**config.mk**
```make
export PLATFORM = sky130hd
export DESIGN_NAME = gpzda_field_parser
export DESIGN_NICKNAME = d
export VERILOG_FILES = /design/src/rtl/gpzda_field_parser.sv
export SDC_FILE = /design/constraint.sdc
export NUM_CORES = 1
export LEC_CHECK = 0
export ABC_AREA = 1
export BUFFER_PORTS_ARGS = -buffer_cell sky130_fd_sc_hd__buf_2
export CAP_MARGIN = 25
export CORE_ASPECT_RATIO = 1.1
export CORE_MARGIN = 10
export CORE_UTILIZATION = 45
export CTS_BUF_LIST = sky130_fd_sc_hd__clkbuf_4
export DETAILED_ROUTE_END_ITERATION = 6
export PLACE_DENSITY = 0.76
export SYNTH_ARGS = -nofsm -noshare
export SYNTH_HDL_FRONTEND = slang
export SYNTH_SLANG_ARGS = --single-unit
```
**constraint.sdc**
```tcl
create_clock -name clock -period 4.52 [get_ports clock]
set_clock_uncertainty 0.2 [all_clocks]
set_input_delay 0.452 -clock clock [delete_from_list [all_inputs] [get_ports clock]]
set_output_delay 0.452 -clock clock [all_outputs]
set_load 0.005 [all_outputs]
```
**src/rtl/gpzda_field_parser.sv**
```systemverilog
// ============================================================================
// Module   : gpzda_field_parser
// Purpose  : Parses the ZDA sentence body after header match into BCD UTC
//            time/date; define GPZDA_CHECKSUM_EN to verify the "*CS" field.
// Revision : 1.0  initial release
// ============================================================================
`default_nettype none

module gpzda_field_parser #(
   parameter int         B         = 8,
   parameter logic [7:0] CSUM_INIT = 8'h48,
   parameter int         GAP_LIMIT = 1_000_000
) (
   input  logic         clock,
   input  logic         reset,
   input  logic         load,
   input  logic [B-1:0] data,
   input  logic         header_match,
   output logic [7:0]   hour,
   output logic [7:0]   minute,
   output logic [7:0]   second,
   output logic [7:0]   day,
   output logic [7:0]   month,
   output logic [15:0]  year,
   output logic         valid,
   output logic         error,
   output logic         busy
);

   localparam int GW = $clog2(GAP_LIMIT + 1);

   typedef enum logic [3:0] {
      S_IDLE, S_SEP0, S_TIME, S_FRAC, S_DAY, S_MON, S_YEAR, S_SKIP, S_CS_HI, S_CS_LO
   } state_t;

   state_t          r_state, w_state_nxt;
   logic [23:0]     r_time_sh;
   logic [7:0]      r_day_sh, r_mon_sh;
   logic [15:0]     r_year_sh;
   logic [2:0]      r_cnt, w_limit;
   logic [GW-1:0]   r_gap;
   logic            w_err, w_acc, w_shift, w_cnt_clr, w_gap_hit, w_is_digit;
   logic [3:0]      w_nib;

   assign w_is_digit = (data >= "0") && (data <= "9");
   assign w_nib      = data[3:0];
   assign w_gap_hit  = (r_state != S_IDLE) && !load && (r_gap == GW'(GAP_LIMIT - 1));
   assign busy       = (r_state != S_IDLE);

`ifdef GPZDA_CHECKSUM_EN
   logic [7:0] r_xor;
   logic [3:0] r_cs_hi, w_hex;
   logic       w_is_hex, w_cs_hi_ld;
   assign w_is_hex = w_is_digit || ((data >= "A") && (data <= "F"));
   assign w_hex    = w_is_digit ? w_nib : (w_nib + 4'd9);
`else
   logic w_unused_csum;
   assign w_unused_csum = ^CSUM_INIT;
`endif

   always_comb begin
      w_state_nxt = r_state;
      w_err       = 1'b0;
      w_acc       = 1'b0;
      w_shift     = 1'b0;
      w_cnt_clr   = 1'b0;
`ifdef GPZDA_CHECKSUM_EN
      w_cs_hi_ld  = 1'b0;
`endif
      case (r_state)
         S_TIME:         w_limit = 3'd6;
         S_DAY, S_MON:   w_limit = 3'd2;
         S_YEAR:         w_limit = 3'd4;
         default:        w_limit = 3'd0;
      endcase

      // A fresh header always wins and restarts silently, even mid-sentence
      if (header_match) begin
         w_state_nxt = S_SEP0;
         w_cnt_clr   = 1'b1;
      end else if (r_state != S_IDLE) begin
         if (load) begin
            if (data == "$") begin
               w_err = 1'b1;
            end else begin
               case (r_state)
                  S_SEP0: begin
                     if (data == ",") begin
                        w_state_nxt = S_TIME;
                        w_cnt_clr   = 1'b1;
                     end else begin
                        w_err = 1'b1;
                     end
                  end
                  S_TIME, S_DAY, S_MON, S_YEAR: begin
                     if (w_is_digit && (r_cnt != w_limit)) begin
                        w_shift = 1'b1;
                     end else if (r_cnt != w_limit) begin
                        w_err = 1'b1;
                     end else if ((r_state == S_TIME) && (data == ".")) begin
                        w_state_nxt = S_FRAC;
                     end else if (data == ",") begin
                        w_cnt_clr = 1'b1;
                        if (r_state == S_TIME)     w_state_nxt = S_DAY;
                        else if (r_state == S_DAY) w_state_nxt = S_MON;
                        else if (r_state == S_MON) w_state_nxt = S_YEAR;
                        else                       w_state_nxt = S_SKIP;
                     end else begin
                        w_err = 1'b1;
                     end
                  end
                  S_FRAC: begin
                     if (data == ",") begin
                        w_state_nxt = S_DAY;
                        w_cnt_clr   = 1'b1;
                     end else if (!w_is_digit) begin
                        w_err = 1'b1;
                     end
                  end
                  S_SKIP: begin
                     if (data == "*") begin
`ifdef GPZDA_CHECKSUM_EN
                        w_state_nxt = S_CS_HI;
`else
                        w_acc       = 1'b1;
                        w_state_nxt = S_IDLE;
`endif
                     end
                  end
`ifdef GPZDA_CHECKSUM_EN
                  S_CS_HI: begin
                     if (w_is_hex) begin
                        w_cs_hi_ld  = 1'b1;
                        w_state_nxt = S_CS_LO;
                     end else begin
                        w_err = 1'b1;
                     end
                  end
                  S_CS_LO: begin
                     if (w_is_hex && ({r_cs_hi, w_hex} == r_xor)) begin
                        w_acc       = 1'b1;
                        w_state_nxt = S_IDLE;
                     end else begin
                        w_err = 1'b1;
                     end
                  end
`endif
                  default: w_state_nxt = S_IDLE;
               endcase
            end
         end else if (w_gap_hit) begin
            w_err = 1'b1;
         end
         if (w_err) w_state_nxt = S_IDLE;
      end
   end

   always_ff @(posedge clock or posedge reset) begin
      if (reset) begin
         r_state   <= S_IDLE;
         r_cnt     <= '0;
         r_gap     <= '0;
         r_time_sh <= '0;
         r_day_sh  <= '0;
         r_mon_sh  <= '0;
         r_year_sh <= '0;
      end else begin
         r_state <= w_state_nxt;
         if (w_cnt_clr)    r_cnt <= '0;
         else if (w_shift) r_cnt <= r_cnt + 3'd1;
         if ((r_state == S_IDLE) || load || header_match || w_gap_hit) r_gap <= '0;
         else                                                          r_gap <= r_gap + GW'(1);
         if (w_shift) begin
            case (r_state)
               S_TIME:  r_time_sh <= {r_time_sh[19:0], w_nib};
               S_DAY:   r_day_sh  <= {r_day_sh[3:0], w_nib};
               S_MON:   r_mon_sh  <= {r_mon_sh[3:0], w_nib};
               default: r_year_sh <= {r_year_sh[11:0], w_nib};
            endcase
         end
      end
   end

`ifdef GPZDA_CHECKSUM_EN
   // Checksum covers every byte after the header up to, not including, '*'
   always_ff @(posedge clock or posedge reset) begin
      if (reset) begin
         r_xor   <= '0;
         r_cs_hi <= '0;
      end else begin
         if (header_match)
            r_xor <= CSUM_INIT;
         else if (load && (r_state != S_IDLE) && (r_state != S_CS_HI) &&
                  (r_state != S_CS_LO) && (data != "*"))
            r_xor <= r_xor ^ data;
         if (w_cs_hi_ld) r_cs_hi <= w_hex;
      end
   end
`endif

   always_ff @(posedge clock or posedge reset) begin
      if (reset) begin
         hour   <= '0;
         minute <= '0;
         second <= '0;
         day    <= '0;
         month  <= '0;
         year   <= '0;
         valid  <= 1'b0;
         error  <= 1'b0;
      end else begin
         if (w_acc) begin
            hour   <= r_time_sh[23:16];
            minute <= r_time_sh[15:8];
            second <= r_time_sh[7:0];
            day    <= r_day_sh;
            month  <= r_mon_sh;
            year   <= r_year_sh;
         end
         valid <= w_acc;
         error <= w_err;
      end
   end

endmodule

`default_nettype wire
```
## Yosys cells after proc, flatten, opt, wreduce, memory -nomap -nowiden

Cells that the tools add are included.

- Magnitude comparators: 2
- $add $sub $neg: 2
- Bitwise logic cells: 1
- Muxes and demuxes: 55
- Equal/unequal tests: 20
- Reductions and logical operators: 23

Operators with widths:

| kind | count |
|---|---|
| $mux W4 | 12 |
| $mux W1 | 34 |
| $eq A8 B6 Y1 const B | 4 |
| $add A20 B1 Y20 const B | 1 |
| $eq A20 B20 Y1 const B | 1 |
| $mux W20 | 1 |
| $ne A4 B4 Y1 const B | 5 |
| $eq A4 B3 Y1 const B | 4 |
| $pmux W4 S4 | 1 |
| $pmux W3 S3 | 1 |
| $reduce_and A9 Y1 | 1 |
| $eq A4 B2 Y1 const B | 2 |
| $ge A8 B6 Y1 const B | 1 |
| $le A8 B6 Y1 const B | 1 |
| $reduce_and A2 Y1 | 4 |
| $mux W3 | 2 |
| $logic_and A1 B1 Y1 | 5 |
| $ne A5 B5 Y1 const B | 1 |
| $eq A4 B1 Y1 const B | 1 |
| $logic_not A4 Y1 | 1 |
| $mux W2 | 2 |
| $reduce_bool A2 Y1 | 2 |
| $reduce_bool A4 Y1 | 1 |
| $reduce_or A2 Y1 | 2 |
| 11 further kinds | 13 |

- Output and inout bits: 59
- Register bits after elaboration: 141
- Word-level logic and storage cells: 118

## Longest topological paths before layout

- Depth in word-level cells: 14
- Mapped depth: 16

## Worst setup path after synthesis

Ideal clock, no wire load.

- Path type: in2reg
- Start point: input data[0]
- End point: register r_day_sh[4]
- Path slack: 2,468 ps
- Data arrival time: 1,727 ps
- Required time: 4,195 ps
- Stages: 11
- Path through: inv_1 nand2_1 nor3_1 nand2_1 nand2_1 nor2_1 nand2_4 inv_6 nand2_2 buf_2 mux2_2

- Word-level cells in the longest chain between the ends: 10
- Elaborated cells between the ends (all ways): 12
- Classes of those cells: order compare (2); eq/ne (1); mux (6); reduce/logical (3)

RTL lines:

| element | line | source |
|---|---|---|
| start: declaration | 17 | `input logic [B-1:0] data,` |
| $ge A8 B6 Y1 / $le A8 B6 Y1 (equally long branches) | 45 | `assign w_is_digit = (data >= "0") && (data <= "9");` |
| $logic_and A1 B1 Y1 | 45 |  |
| $logic_and A1 B1 Y1 | 96 | `if (w_is_digit && (r_cnt != w_limit)) begin` |
| $mux W1 | 96 |  |
| $mux W1 | 86 | `case (r_state)` |
| $mux W1 (*) | 83 | `if (data == "$") begin` |
| $mux W1 (*) | 82 | `if (load) begin` |
| $mux W1 (*) | 81 | `end else if (r_state != S_IDLE) begin` |
| $mux W1 (*) | 78 | `if (header_match) begin` |
| $reduce_and A2 Y1 (no line) (*) | -- |  |
| end signal: assignment | 176 | `S_DAY: r_day_sh <= {r_day_sh[3:0], w_nib};` |
| end: declaration | 38 | `logic [7:0] r_day_sh, r_mon_sh;` |

Mark *: on every way between the ends. The rest lies on a longest branch, timed or not.
A chain may end at the register's enable or synchronous reset.

## Worst setup path after layout

- Start point: register r_state[2]
- End point: register r_time_sh[21]

- Word-level cells in the longest chain between the ends: 12
- Elaborated cells between the ends (all ways): 17
- Classes of those cells: eq/ne (5); mux (7); reduce/logical (5)

RTL lines:

| element | line | source |
|---|---|---|
| start: declaration | 36 | `state_t r_state, w_state_nxt;` |
| start signal: assignment | 168 | `r_state <= w_state_nxt;` |
| $eq A4 B3 Y1 | 70, 86 |  |
| $reduce_or A2 Y1 | 70 | `case (r_state)` |
| $pmux W3 S3 | 70 |  |
| $ne A3 B3 Y1 | 96 |  |
| $logic_and A1 B1 Y1 | 96 |  |
| $mux W1 | 96 |  |
| $mux W1 | 86 |  |
| $mux W1 | 83 |  |
| $mux W1 | 82 |  |
| $mux W1 | 81 |  |
| $mux W1 | 78 |  |
| $reduce_and A2 Y1 (no line) (*) | -- |  |
| end signal: assignment | 175 | `S_TIME: r_time_sh <= {r_time_sh[19:0], w_nib};` |
| end: declaration | 37 | `logic [23:0] r_time_sh;` |

Marks and branches as above.

==> results.md <==
Outcome:
- The flow ran to the end, and the final reports show no timing, DRC or antenna violations.

Worst hold path:
- In this run the most critical hold path is launched from data[0].
- The worst hold path belongs to the class input pin to register.

Final layout:
- Leaving out fill and tap cells, the most frequent cells in the layout are dfrtp_1 (140), inv_1 (102), nand2_1 (84).
- The post-route netlist has 20.00% of its cells at a drive strength greater than 1.
- The area overhead of the layout relative to synthesis is 13.70%.
- The core utilization of the finished layout is between 50% and 60%.
- 0 antenna diodes ended up in the layout.
- Leaving out fill and tap cells, the most frequent cell in the layout is dfrtp_1.
- The number of nets in the final layout is 691.

Placement:
- The final weighted congestion of routability-driven global placement is 0.9679.
- Input and output buffers added on the ports amount to 70.
- The sum of net half-perimeters after detailed placement is a little under 9000 µm.

Routing:
- The first detailed-routing pass ran for 5 iterations.
- The detailed router placed approximately 4300 vias in this run.
- The mean number of vias per cell is roughly 5.
- After the first detailed-routing iteration, the DRC count stood at about 320.
- The detail route stage leaves a number of antenna-violating nets equal to 0.
- Dividing the detail-routed wire length by the instance count gives ~14 µm.
- After detailed routing, the total wire length is around 12000 µm.
- The DRC violation count after routing is 0.

Power:
- The part of the power in combinational logic is a little over a tenth.
- The power per cell area is about 350 nW/µm².
- The standby leakage power is between 3 and 4 nW.
- Summed over all nets, the switching power comes to 0.0006356 W.
- Of the total power, registers draw roughly 55%.
- The net switching fraction of the power is about a quarter.
- The clock network accounts for 34.5% of the total power.
- Across the VDD grid, the largest voltage drop is between 0.00015 and 0.0002 V.
- Cell internal power was estimated by the tool at between 0.0015 and 0.002 W.
- Total power for the finished layout comes to around 0.0024 W.

CTS:
- The clock buffer count from CTS is 17.
- The quantity of hold-fixing buffers added after cts is 2.
- The clock tree synthesis step divided the H-tree into 4 levels.
- After clock tree synthesis, the setup repair step added 0 buffers.
- After clock tree synthesis, the clock-pin slew on the worst setup and hold paths is 0.11 ns.
- TritonCTS built the clock tree.
- The post-cts sizing count is 0.
- The clock insertion delay at the later pin of the skew report is between 0.5 and 0.6 ns.
- The buffer depth of the longest clock path is 2.
- The clock drives 140 sinks.
- Clock tree synthesis selected as its root buffer the cell clkbuf_4.

Timing:
- At the pin with the least slew margin, the transition time is 0.6981 ns.
- The number of pins exceeding their max-slew limit in the final report is 0.
- Setup repair after global routing left no endpoint under its margin.
- The number of setup violations in the final report is 0.
- The post-route clock period utilization is roughly 57%.
- Measured against its own limit, the worst slew margin works out to between 50% and 60%.
- For this run, the top clock speed supported by timing is around 390 MHz.
- After routing, the total negative slack on setup checks comes to 0 ns.
- For the finished layout, the period the worst path requires is 2.571 ns.
- The final number of hold-violating endpoints was 0.

Critical path:
- The type of the worst setup path is register to register.
- For the worst setup path, the data arrival time is between 2 and 3 ns.
- For the worst setup path, the data required time is 4.73 ns.
- In this run the register-to-register setup slack is around 1.9 ns.
- The worst setup path is launched from a register.
- The startpoint identified for the worst register-to-register timing path is r_state[2].
- Of all nets on the critical path, the largest fanout is between 40 and 50.
- The endpoint class of the critical path is a register.
- The launch point of the critical path is r_state[2].

GRT:
- The first global-routing pass estimated between 20000 and 25000 µm of wire.
- The total routing usage reported by global routing is 14.02%.
- The number of global-route vias before repair came to about 4200.
- The total grt overflow is 0.
- The number of antenna violations at the first check in global routing came to 0.
- Entering global routing, the biggest net connects 112 pins.

Floorplanning:
- The height of the die is roughly 140 µm.
- The core region is roughly 13000 µm².
- The starting utilization of the core area is 45.73%.
- The floorplan has 44 rows.
- The floorplan die area is 18400 µm².
- In this run the horizontal extent of the chip is 130.3 µm.
- The I/O pin count is approximately 70.

Synth:
- For this run, the number of Yosys warnings is 0.
- The proportion of synthesized flip-flops having asynchronous set or reset is between 90% and 100%.
- The commonest register cell after synthesis is dfrtp_1.
- The post-synthesis net count is 613.
- The post-synthesis cell count is approximately 600.
- Summing the sequential cell areas from Yosys gives between 50 and 60% of the chip area.
- The number of synthesized register bits is 140.
- The post-synthesis instance area is ~6000 µm².
- The number of synthesized flops with an enable pin is 0.
- The netlist uses 36 different library cells.
- In this run the mean area of a mapped cell was 10.05 µm².

Job:
- The reported max-cap violation count is 0.
synth_stat cells (2+ instances only):
| cell | instances | area share [%] |
|---|---|---|
| a21oi_1 | 27 | 2.2 |
| a31oi_1 | 2 | 0.21 |
| buf_2 | 8 | 0.67 |
| buf_4 | 5 | 0.62 |
| buf_6 | 2 | 0.37 |
| clkbuf_1 | 2 | 0.12 |
| dfrtp_1 | 140 | 58 |
| ha_1 | 2 | 0.42 |
| inv_1 | 103 | 6.4 |
| inv_2 | 4 | 0.25 |
| mux2_2 | 14 | 2.6 |
| mux2_4 | 2 | 0.50 |
| mux2i_1 | 56 | 9.3 |
| nand2_1 | 84 | 5.2 |
| nand2_2 | 5 | 0.52 |
| nand3_1 | 22 | 1.8 |
| nand4_1 | 5 | 0.52 |
| nor2_1 | 49 | 3.1 |
| nor3_1 | 8 | 0.67 |
| nor3b_1 | 2 | 0.25 |
| nor4_1 | 2 | 0.21 |
| o21a_1 | 2 | 0.25 |
| o21ai_0 | 37 | 3.1 |
| xor2_1 | 4 | 0.58 |
per-layer routing:
layer / share of wire (%) / routed length [µm] / vias to the layer above / track usage (%)
met5: 0 / 0 / - / 0
met4: 1.4 / 170 / 0 / 5.509
met3: 7.4 / 907 / 23 / 4.249
met2: 48 / 5870 / 138 / 22.22
met1: 43 / 5289 / 2039 / 17.50
li1: - / - / 2070 / -
power groups by stage:
stage	Clock [W]	Sequential, W	Combinational (W)
2_1_floorplan	0	0.00131	0.000201
6_report	0.000820	0.00131	0.000253
3_5_place_dp	0	0.00133	0.000245
5_1_grt	0.000906	0.00131	0.000292
3_3_place_gp	0	0.00133	0.000232
4_1_cts	0.000849	0.00131	0.000247
sequential cells by signal (all words and copies together) (netlist names):
| name | cells |
|---|---|
| r_cnt | 3 |
| year | 16 |
| valid | 1 |
| r_time_sh | 24 |
| r_gap | 20 |
| minute | 8 |
| hour | 8 |
| day | 8 |
| r_day_sh | 8 |
| month | 8 |
| r_year_sh | 16 |
| r_mon_sh | 8 |
| r_state | 3 |
| error | 1 |
| second | 8 |
cells by family (layout without fill, tap and decap cells):
logic type / Yosys count / after routing / synth area share [%]
AO/OA/AOI/OAI: 72 / 72 / 6.238
buffers and inverters: 126 / 217 / 8.713
XOR/XNOR: 5 / 5 / 0.7278
multiplexers: 72 / 72 / 12.44
flip-flops: 140 / 140 / 58.22
AND/OR/NAND/NOR: 182 / 182 / 13.25
adder cells (fa/ha/maj): 2 / 2 / 0.4158
final timing paths:
path | end | depth (start not counted)
max in group asynchronous | second[5] | 5
min in group asynchronous | year[15] | 3
worst min-delay path | r_year_sh[0] | 3
worst max register to register | r_time_sh[21] | 10
worst max-delay path | r_time_sh[21] | 10
worst min register to register | r_gap[0] | 1
layout make-up:
type	count	area (µm²)
timing repair buffer	76	420.4
clock inverter	12	147.6
clock buffer	20	150.1
fill	1161	6316
tap	161	201.4
sequential	140	3503
multi-input combinational	333	1997
inverter	109	421.7
stage by stage:
step	instance area [µm²]	instances	setup slack (ns)	hold WS, ns
final	6842	851	1.949	0.08102
after global routing	6842	851	1.669	0.05582
after CTS	6814	850	1.960	0.02573
after detailed placement	6496	816	1.802	0.2579
after global placement	6496	816	1.898	0.2507
after floorplan	6017	599	0.1151	0.2329
worst max-delay path, cell delays in order (launching register included):
cell     delay, ns
dfrtp_1       0.50
inv_2         0.16
nand2_2       0.09
nor2_2        0.19
inv_2         0.09
nand3_1       0.09
nor2_1        0.06
nand2_4       0.10
inv_6         0.05
nand2_2       0.51
mux2_2        0.41
No activity file was read; power rests on OpenSTA's default activity.
